File: config.mk
export PLATFORM = sky130hd
export DESIGN_NAME = spi_slave_regfile
export DESIGN_NICKNAME = d
export VERILOG_FILES = /design/src/rtl/spi_slave_regfile.sv
export SDC_FILE = /design/constraint.sdc
export NUM_CORES = 1
export LEC_CHECK = 0
export ABC_CLOCK_PERIOD_IN_PS = 2900
export BUFFER_PORTS_ARGS = -buffer_cell sky130_fd_sc_hd__clkbuf_2
export CORE_MARGIN = 1
export CORE_UTILIZATION = 35
export DETAILED_ROUTE_END_ITERATION = 10
export GPL_ROUTABILITY_DRIVEN = 0
export HOLD_SLACK_MARGIN = 0.02
export PLACE_DENSITY = 0.53
export SLEW_MARGIN = 40
export SYNTH_ARGS = -nofsm -noshare
export SYNTH_HDL_FRONTEND = slang
export SYNTH_SLANG_ARGS = --single-unit
File: constraint.sdc
create_clock -name HCLK -period 2.9 [get_ports HCLK]
set_input_delay 0.58 -clock HCLK [delete_from_list [all_inputs] [get_ports HCLK]]
set_output_delay 0.58 -clock HCLK [all_outputs]
set_load 0.02 [all_outputs]
File: src/rtl/spi_slave_regfile.sv
// SPI mode-0 responder with a DEPTH x 32-bit register file, oversampled in the HCLK domain.
// Frames are an 8-bit command (bit7 = write, bits6:0 = address) followed by 32 data bits, MSB first.
module spi_slave_regfile #(
  parameter int DEPTH       = 16,
  parameter int ADDR_W      = 4,
  parameter int SYNC_STAGES = 2
) (
  input  logic              HCLK,
  input  logic              rst,
  input  logic              sclk,
  input  logic              cs_n,
  input  logic              mosi,
  output logic              miso,
  output logic              miso_oe,
  input  logic              lcl_we,
  input  logic [ADDR_W-1:0] lcl_addr,
  input  logic [31:0]       lcl_wdata,
  output logic [31:0]       lcl_rdata,
  output logic              wr_stb,
  output logic [ADDR_W-1:0] wr_addr,
  output logic [31:0]       wr_data,
  output logic              addr_err,
  output logic              frame_err
);

  typedef enum logic [1:0] {IDLE, CMD, DATA, WAIT_CS} state_t;

  state_t r_state, w_next;

  logic [SYNC_STAGES-1:0] r_sclk_sync, r_cs_sync, r_mosi_sync;
  logic                   r_sclk_d, r_cs_d;
  logic [31:0]            r_regs [DEPTH];
  logic [30:0]            r_rx;
  logic [31:0]            r_tx;
  logic [5:0]             r_cnt;
  logic                   r_wr, r_addr_ok, r_miso, r_miso_oe;
  logic [ADDR_W-1:0]      r_addr;

  logic        w_sclk, w_cs_n, w_mosi;
  logic        w_sclk_rise, w_sclk_fall, w_cs_rise, w_cs_fall;
  logic        w_abort, w_shift, w_decode, w_commit;
  logic [7:0]  w_cmd;
  logic        w_cmd_ok;
  logic [31:0] w_rx_word, w_snap;

  // Synchroniser and edge-delay flops stay unreset so a frame already in progress
  // when rst drops is seen as "cs_n low without a fall" and is skipped.
  always_ff @(posedge HCLK) begin
    r_sclk_sync <= {r_sclk_sync[SYNC_STAGES-2:0], sclk};
    r_cs_sync   <= {r_cs_sync[SYNC_STAGES-2:0], cs_n};
    r_mosi_sync <= {r_mosi_sync[SYNC_STAGES-2:0], mosi};
    r_sclk_d    <= r_sclk_sync[SYNC_STAGES-1];
    r_cs_d      <= r_cs_sync[SYNC_STAGES-1];
  end

  assign w_sclk      = r_sclk_sync[SYNC_STAGES-1];
  assign w_cs_n      = r_cs_sync[SYNC_STAGES-1];
  assign w_mosi      = r_mosi_sync[SYNC_STAGES-1];
  assign w_sclk_rise = w_sclk & ~r_sclk_d;
  assign w_sclk_fall = ~w_sclk & r_sclk_d;
  assign w_cs_rise   = w_cs_n & ~r_cs_d;
  assign w_cs_fall   = ~w_cs_n & r_cs_d;

  // NOTE: state and datapath flops use non-blocking assignment so every flop samples
  // pre-edge values, independent of statement order inside the block.
  always_ff @(posedge HCLK) begin
    if (rst) r_state <= IDLE;
    else     r_state <= w_next;
  end

  // NOTE: every combinational output is given a default first so no path leaves it
  // unassigned and infers a latch.
  always_comb begin
    w_next = r_state;
    unique case (r_state)
      IDLE:    if (w_cs_fall) w_next = CMD;
               else if (!w_cs_n) w_next = WAIT_CS;
      CMD:     if (w_cs_rise) w_next = IDLE;
               else if (w_sclk_rise && r_cnt == 6'd7) w_next = DATA;
      DATA:    if (w_cs_rise) w_next = IDLE;
               else if (w_sclk_rise && r_cnt == 6'd39) w_next = WAIT_CS;
      WAIT_CS: if (w_cs_n) w_next = IDLE;
      default: w_next = IDLE;
    endcase
  end

  always_comb begin
    w_abort   = 1'b0;
    w_shift   = 1'b0;
    w_decode  = 1'b0;
    w_commit  = 1'b0;
    w_cmd     = {r_rx[6:0], w_mosi};
    w_rx_word = {r_rx, w_mosi};
    w_cmd_ok  = ({25'd0, w_cmd[6:0]} < 32'(DEPTH));
    w_snap    = '0;
    if (r_state == CMD || r_state == DATA) begin
      w_abort = w_cs_rise;
      w_shift = w_sclk_rise && !w_cs_rise;
    end
    w_decode = w_shift && (r_state == CMD) && (r_cnt == 6'd7);
    w_commit = w_shift && (r_state == DATA) && (r_cnt == 6'd39) && r_wr && r_addr_ok;
    if (w_cmd_ok && !w_cmd[7]) w_snap = r_regs[w_cmd[ADDR_W-1:0]];
  end

  always_ff @(posedge HCLK) begin
    if (rst) begin
      // NOTE: the register file is reset entry by entry because software relies on
      // every register reading 0 after reset; this keeps it in flops, not RAM.
      for (int i = 0; i < DEPTH; i++) r_regs[i] <= '0;
      r_rx      <= '0;
      r_tx      <= '0;
      r_cnt     <= '0;
      r_wr      <= 1'b0;
      r_addr    <= '0;
      r_addr_ok <= 1'b0;
      r_miso    <= 1'b0;
      r_miso_oe <= 1'b0;
      lcl_rdata <= '0;
      wr_stb    <= 1'b0;
      wr_addr   <= '0;
      wr_data   <= '0;
      addr_err  <= 1'b0;
      frame_err <= 1'b0;
    end else begin
      wr_stb    <= 1'b0;
      addr_err  <= 1'b0;
      frame_err <= w_abort;
      r_miso_oe <= ~w_cs_n;
      lcl_rdata <= r_regs[lcl_addr];
      // SPI commit is written last so it wins a same-address collision with lcl_we.
      if (lcl_we) r_regs[lcl_addr] <= lcl_wdata;
      if (w_commit) begin
        r_regs[r_addr] <= w_rx_word;
        wr_stb         <= 1'b1;
        wr_addr        <= r_addr;
        wr_data        <= w_rx_word;
      end
      if (r_state == IDLE) r_cnt <= '0;
      if (w_shift) begin
        r_rx  <= w_rx_word[30:0];
        r_cnt <= r_cnt + 6'd1;
      end
      if (w_decode) begin
        r_wr      <= w_cmd[7];
        r_addr    <= w_cmd[ADDR_W-1:0];
        r_addr_ok <= w_cmd_ok;
        r_tx      <= w_snap;
        addr_err  <= ~w_cmd_ok;
      end
      if (r_state != DATA) begin
        r_miso <= 1'b0;
      end else if (w_sclk_fall) begin
        r_miso <= r_tx[31];
        r_tx   <= {r_tx[30:0], 1'b0};
      end
    end
  end

  assign miso    = r_miso & r_miso_oe;
  assign miso_oe = r_miso_oe;

endmodule

==> results of run 1 <==
[area by class of cell]
class	count	area [sq um]
Clock buffer	111	2240
Sequential cell	670	18600
Multi-Input combinational cell	2486	17000
Inverter	8	30.0
Tap cell	1391	1740
Clock inverter	32	323
Fill cell	10084	62900
Antenna cell	4	10.0
Timing Repair Buffer	297	2590
[cell families after synthesis]
group	Yosys count	synth area share [%]
buffers and inverters	434	5.29
muxes	384	19.0
DFF	670	49.7
and+or+nand+nor	1365	15.0
adders and majority gates	5	0.168
AOI/OAI and AO/OA	732	10.8
[timing repair]
action / CTS / global route
resized for setup: 0 / 1
endpoints found under the hold margin: 3 / 0
endpoints found under the setup margin: 0 / 137
setup buffers: 0 / 7
hold buffers: 3 / 0
[worst max path at each step]
stage                     slack, ns  startpoint             end
after floorplan                0.05  r_state[0]   r_regs[10][0]
after global placement         0.05    r_cnt[0]  r_regs[13][20]
after detailed placement     -0.007    r_cnt[0]  r_regs[13][23]
after CTS                      0.04    r_cnt[0]  r_regs[13][23]
after global routing           0.09    r_sclk_d   r_regs[7][12]
final                          0.22    r_sclk_d   r_regs[6][12]
[flip-flops by register name, indices dropped and copies added (netlist names), 2 cells and up]
| register | flops |
|---|---|
| lcl_rdata | 32 |
| r_addr | 4 |
| r_cnt | 6 |
| r_cs_sync | 2 |
| r_mosi_sync | 2 |
| r_regs | 512 |
| r_rx | 31 |
| r_sclk_sync | 2 |
| r_state | 2 |
| r_tx | 32 |
| wr_addr | 4 |
| wr_data | 32 |
[critical path, cell delays in order (launching register included)]
cell,delay (ns)
dfxtp_1,0.31
and2b_1,0.29
nand4_2,0.44
buf_4,0.36
nor4_4,0.39
or3_2,0.23
buf_4,0.30
[power by group]
part / internal (W) / leakage (nW) / total, W / switching (W)
registers: 0.0108 / 6.24 / 0.0111 / 0.000324
clock network: 0.00586 / 1.26 / 0.0102 / 0.00431
logic: 0.00115 / 6.24 / 0.00268 / 0.00153
[layer usage]
metal  vias to the layer above  share of wire, %  global-route usage (%)
li1                      12799                 -                       -
met1                     14315                41                    35.5
met2                      1537                45                    39.5
met3                       261               9.7                    4.82
met4                         2               3.5                    9.38
met5                         -            0.0065                       0
[per-stage QoR]
step | std cells | total power [W] | TNS, ns
after floorplan | 3590 | 0.0129 | 0
after global placement | 4842 | 0.0139 | 0
after detailed placement | 4842 | 0.0140 | -0.00744
after CTS | 4988 | 0.0241 | 0
after global routing | 4996 | 0.0246 | 0
final | 4999 | 0.0240 | 0
[cells in the final DEF, fill, tap and decap left out, types with 4 or more instances in the layout]
cell type  instances
a21oi_1           80
a22oi_1           31
a2bb2oi_1         31
a31oi_1            4
buf_12            49
buf_4            132
bufinv_16          5
clkbuf_1          21
clkbuf_16         83
clkbuf_2         111
clkbuf_8           6
clkinv_1           4
clkinv_2          13
dfxtp_1          135
dfxtp_2           20
diode_2            4
edfxtp_1         512
ha_1               5
inv_1              8
mux2_2            63
mux2i_1           67
mux4_2           254
nand2_1         1211
nand2b_1          10
nand3_1           37
nor2_1            13
nor2_4            12
nor2b_1            6
nor3_1             6
nor4_2             4
nor4_4            12
o21ai_0          415
o21ai_1           69
o21bai_1          31
o22ai_1           63
or3_2             16
==> flow_summary.ini, run 1 <==
[logic_synthesis]
synth_area_sq_mm = 0.0373
synth_seq_area_share_pct = 49.7
synth_most_common_cell = nand2_1
synth_top_area_cell = edfxtp_1
synth_edf_count = 512
yosysUniqueCellTypes = 52
synthArstFlopShare_pct = 0
synth.top_cell.area_share_pct = 41.2
synth_cells = 3590
ys_top_cells_by_count = 1212 x nand2_1, 512 x edfxtp_1, 415 x o21ai_0, 254 x mux4_2, 238 x clkbuf_1
yosys_warnings = 0
ys_ff_latch = 670
synthTopCellsByArea = edfxtp_1 41%, mux4_2 15%, nand2_1 12%
avgSynthCellArea_sq_um = 10.4
synth_flop_cell = edfxtp_1
syn-num-nets = 3637

[die]
ioPinCount = 115
initial_core_util_pct = 35.4
core-area_sq_mm = 0.105
die-area_sq_mm = 0.108
die_width_um = 329
rows = 119
die-height_um = 329

[global_route]
grt_max_degree = 91
grt.overflow.total = 0
grt_pass1_wl_um = 200000
antenna_found_initial = 4
grt_pass1_vias = 27726
grtUsageTotal_pct = 25.5

[cts]
cts-root-buf = clkbuf_16
cts_sinks = 670
htree_levels = 3
cts_buffers = 78
path_clk_slew_ns = 0.06
cts_max_path_buffers = 3
clk_latency_ns = 0.65
cts_tree = done

[timing]
whs_ns = 0.183
rsz0062_at_grt = no
fmax_mhz = 374
finalWorstPathRequiredPeriod_ns = 2.68
min_period_over_period_pct = 92.3
drv_slew = 0
skew_ns = 0.0304
fin_ws_ns = 0.224
slew_headroom_pct = 42.1
tightest_slew_ns = 0.867
final-hold-violation-count = 0
finalSetupViolCount = 0

[min_path]
hold_depth = 2
min_from = rst
hold_path.class = in -> reg
min_to = r_addr[2]

[worst_setup_path]
r2r_start = r_sclk_d
required_ns = 3.21
critical_path_class = reg -> reg
r2r_cells = 6
startpoint_type = flop
timing.rr.end = r_regs[6][12]
cp_max_fo = 13
critPathCaptureType = flop
cp.arrival_ns = 2.99
reg2reg_slack_ns = 0.22

[power]
vdd_ir_drop_max_uv = 501
power_density_mw_per_mm2 = 563
p_leak_nw = 13.7

[place]
dp_hpwl_um = 87500
dp_slack_ns = -0.00744
dpl-instance-area_sq_mm = 0.0399
io_buffer_count = 114

[detailed_routing]
finalWirelength_um = 138000
drt_first_pass_iters = 8
post-route-drc-count = 20
viasPerCell = 5.78
drtAntennaViolNets = 0
wl_per_cell_um = 27.6
vias = 28914
first_iter_violations = 3474

[layout]
nNetsFinal = 3588
utilization_pct = 40.4
final_layout_size_suffix_gt1_share_pct = 22.7
final_area_sq_mm = 0.0425
synthToLayoutAreaGrowth_pct = 14.0

[run_status]
violations = design-rule violations
status = finished with violations

[job]
drv_cap = 0
(Power assumes the default switching activity.)
==> inputs of run 2 (changes only) <==
- CORE_MARGIN: 1 -> default
- CORE_UTILIZATION: 35 -> 30
- CTS_CLUSTER_DIAMETER: default -> 30
- PLACE_DENSITY: 0.53 -> 0.47
==> flow_summary.ini, run 2 (same netlist as run 1, synthesis figures left out) <==
[detailed_routing]
post-route-drc-count = 0
wl_per_cell_um = 28.0
drtAntennaViolNets = 0
drt_first_pass_iters = 5
viasPerCell = 5.48
first_iter_violations = 3076
vias = 29790
finalWirelength_um = 152000

[place]
dp_slack_ns = 0.198
io_buffer_count = 114
dp_hpwl_um = 92200

[power]
power_density_mw_per_mm2 = 718
p_leak_nw = 15.4
vdd_ir_drop_max_uv = 470

[die]
rows = 129
ioPinCount = 115
core-area_sq_mm = 0.123
die_width_um = 355
initial_core_util_pct = 30.2
die-height_um = 355
die-area_sq_mm = 0.126

[worst_setup_path]
path_delay_family = simple AND/OR/NAND/NOR gates
r2r_cells = 7
startpoint_type = flop
cp.arrival_ns = 3.07
timing.rr.end = r_regs[3][13]
critical_path_buf_inv_count = 2
required_ns = 3.29
critical_path_class = reg -> reg
reg2reg_slack_ns = 0.22
cp_max_fo = 24
r2r_start = r_cnt[0]
worstPathCellList = ha_1 > and4bb_2 > nand3_4 > buf_12 > nor4_2 > or3_2 > buf_4
slowest_stage = buf_4
slowest_delay_ns = 0.51
critPathCaptureType = flop

[min_path]
min_from = rst
min_to = r_rx[15]
hold_path.class = in -> reg
hold_depth = 2

[cts]
htree_levels = 4
path_clk_slew_ns = 0.05
cts_tree = done
cts_resized = 0
clk_latency_ns = 0.77
cts_buffers = 180
cts_max_path_buffers = 3
cts-root-buf = clkbuf_16
cts_sinks = 670

[timing]
finalSetupViolCount = 0
slew_headroom_pct = 45.2
skew_ns = 0.0293
fin_ws_ns = 0.217
finalWorstPathRequiredPeriod_ns = 2.68
fmax_mhz = 373
min_period_over_period_pct = 92.5
drv_slew = 0
setup_tns_ns = 0
tightest_slew_ns = 0.821
final-hold-violation-count = 0
rsz0062_at_grt = no
whs_ns = 0.107

[layout]
largest_register_ffs = 512
most-common-layout-cells = 1211 x nand2_1, 512 x edfxtp_1, 415 x o21ai_0
final_layout_size_suffix_gt1_share_pct = 25.8
synthToLayoutAreaGrowth_pct = 24.2
nNetsFinal = 3684
top_register = r_regs
final_common_cell = nand2_1

[global_route]
antenna_found_initial = 4
grt_use_met2_pct = 37.4
grt_pass1_wl_um = 216000
grtUsageTotal_pct = 23.9
grt_use_met3_pct = 5.63
top_usage_layer = met2
grt.overflow.total = 0
grt_max_degree = 109
use_met1_pct = 32.2
grt_pass1_vias = 28762

[run_status]
status = completed

[job]
drv_cap = 0
## run 2: changes by cell type in the layout (fill, tap and decap cells not counted), moves of 4 or more
| cell | previous run | this run |
|---|---|---|
| clkinv_2 | 13 | 39 |
| inv_16 | 0 | 4 |
| clkinvlp_4 | 2 | 15 |
| clkbuf_16 | 83 | 186 |
| bufinv_16 | 5 | 11 |
| dfxtp_1 | 135 | 145 |
| buf_12 | 49 | 59 |
| clkbuf_8 | 6 | 11 |
| dfxtp_2 | 20 | 10 |
| inv_6 | 3 | 9 |
| buf_4 | 132 | 116 |
| clkinv_1 | 4 | 21 |
| clkinv_4 | 0 | 15 |
## run 2: area by class of cell
type	count	area (sq um)
repair buffers	291	2670
multi-input cells	2486	17000
inverters	8	30.0
flip-flops and latches	670	18600
fillers	11934	77100
clock inverters	121	1120
diodes	1	2.50
clock buffers	218	4880
well taps	1637	2050
## run 2: through the flow
step                total power (W)  area, sq um  cells  util [%]
detailed placement           0.0140        40300   5089      32.6
floorplan                    0.0129        37300   3590         -
global route                 0.0341        46300   5431      37.5
finish                       0.0333        46300   5432      37.5
global placement             0.0140        40300   5089      32.6
CTS                          0.0335        46300   5431      37.5
## run 2: worst max path at each step
stage | start | to | slack (ns) | depth (start not counted)
2_1_floorplan | r_state[0] | r_regs[10][0] | 0.05 | 8
3_5_place_dp | rst | r_regs[3][15] | 0.20 | 6
6_report | r_cnt[0] | r_regs[3][13] | 0.22 | 7
5_1_grt | r_cnt[0] | r_regs[3][23] | 0.09 | 7
3_3_place_gp | r_cnt[0] | r_regs[9][21] | 0.24 | 7
4_1_cts | r_cnt[0] | r_regs[3][0] | 0.22 | 7
## run 2: layer usage
layer | vias to the layer above | wire length, um
met5 | - | 40
met4 | 6 | 4940
met3 | 307 | 13000
met2 | 1521 | 69800
met1 | 14862 | 64400
li1 | 13094 | -
## run 2: timing repair
item,in CTS,in global routing
setup buffers,0,0
hold endpoints to repair,3,0
hold buffers,3,0
## run 2: where the power goes
part	total, W	internal [W]	switching, W
Clock	0.0194	0.0130	0.00643
Sequential	0.0112	0.0108	0.000321
Combinational	0.00272	0.00114	0.00158
Total	0.0333	0.0249	0.00833
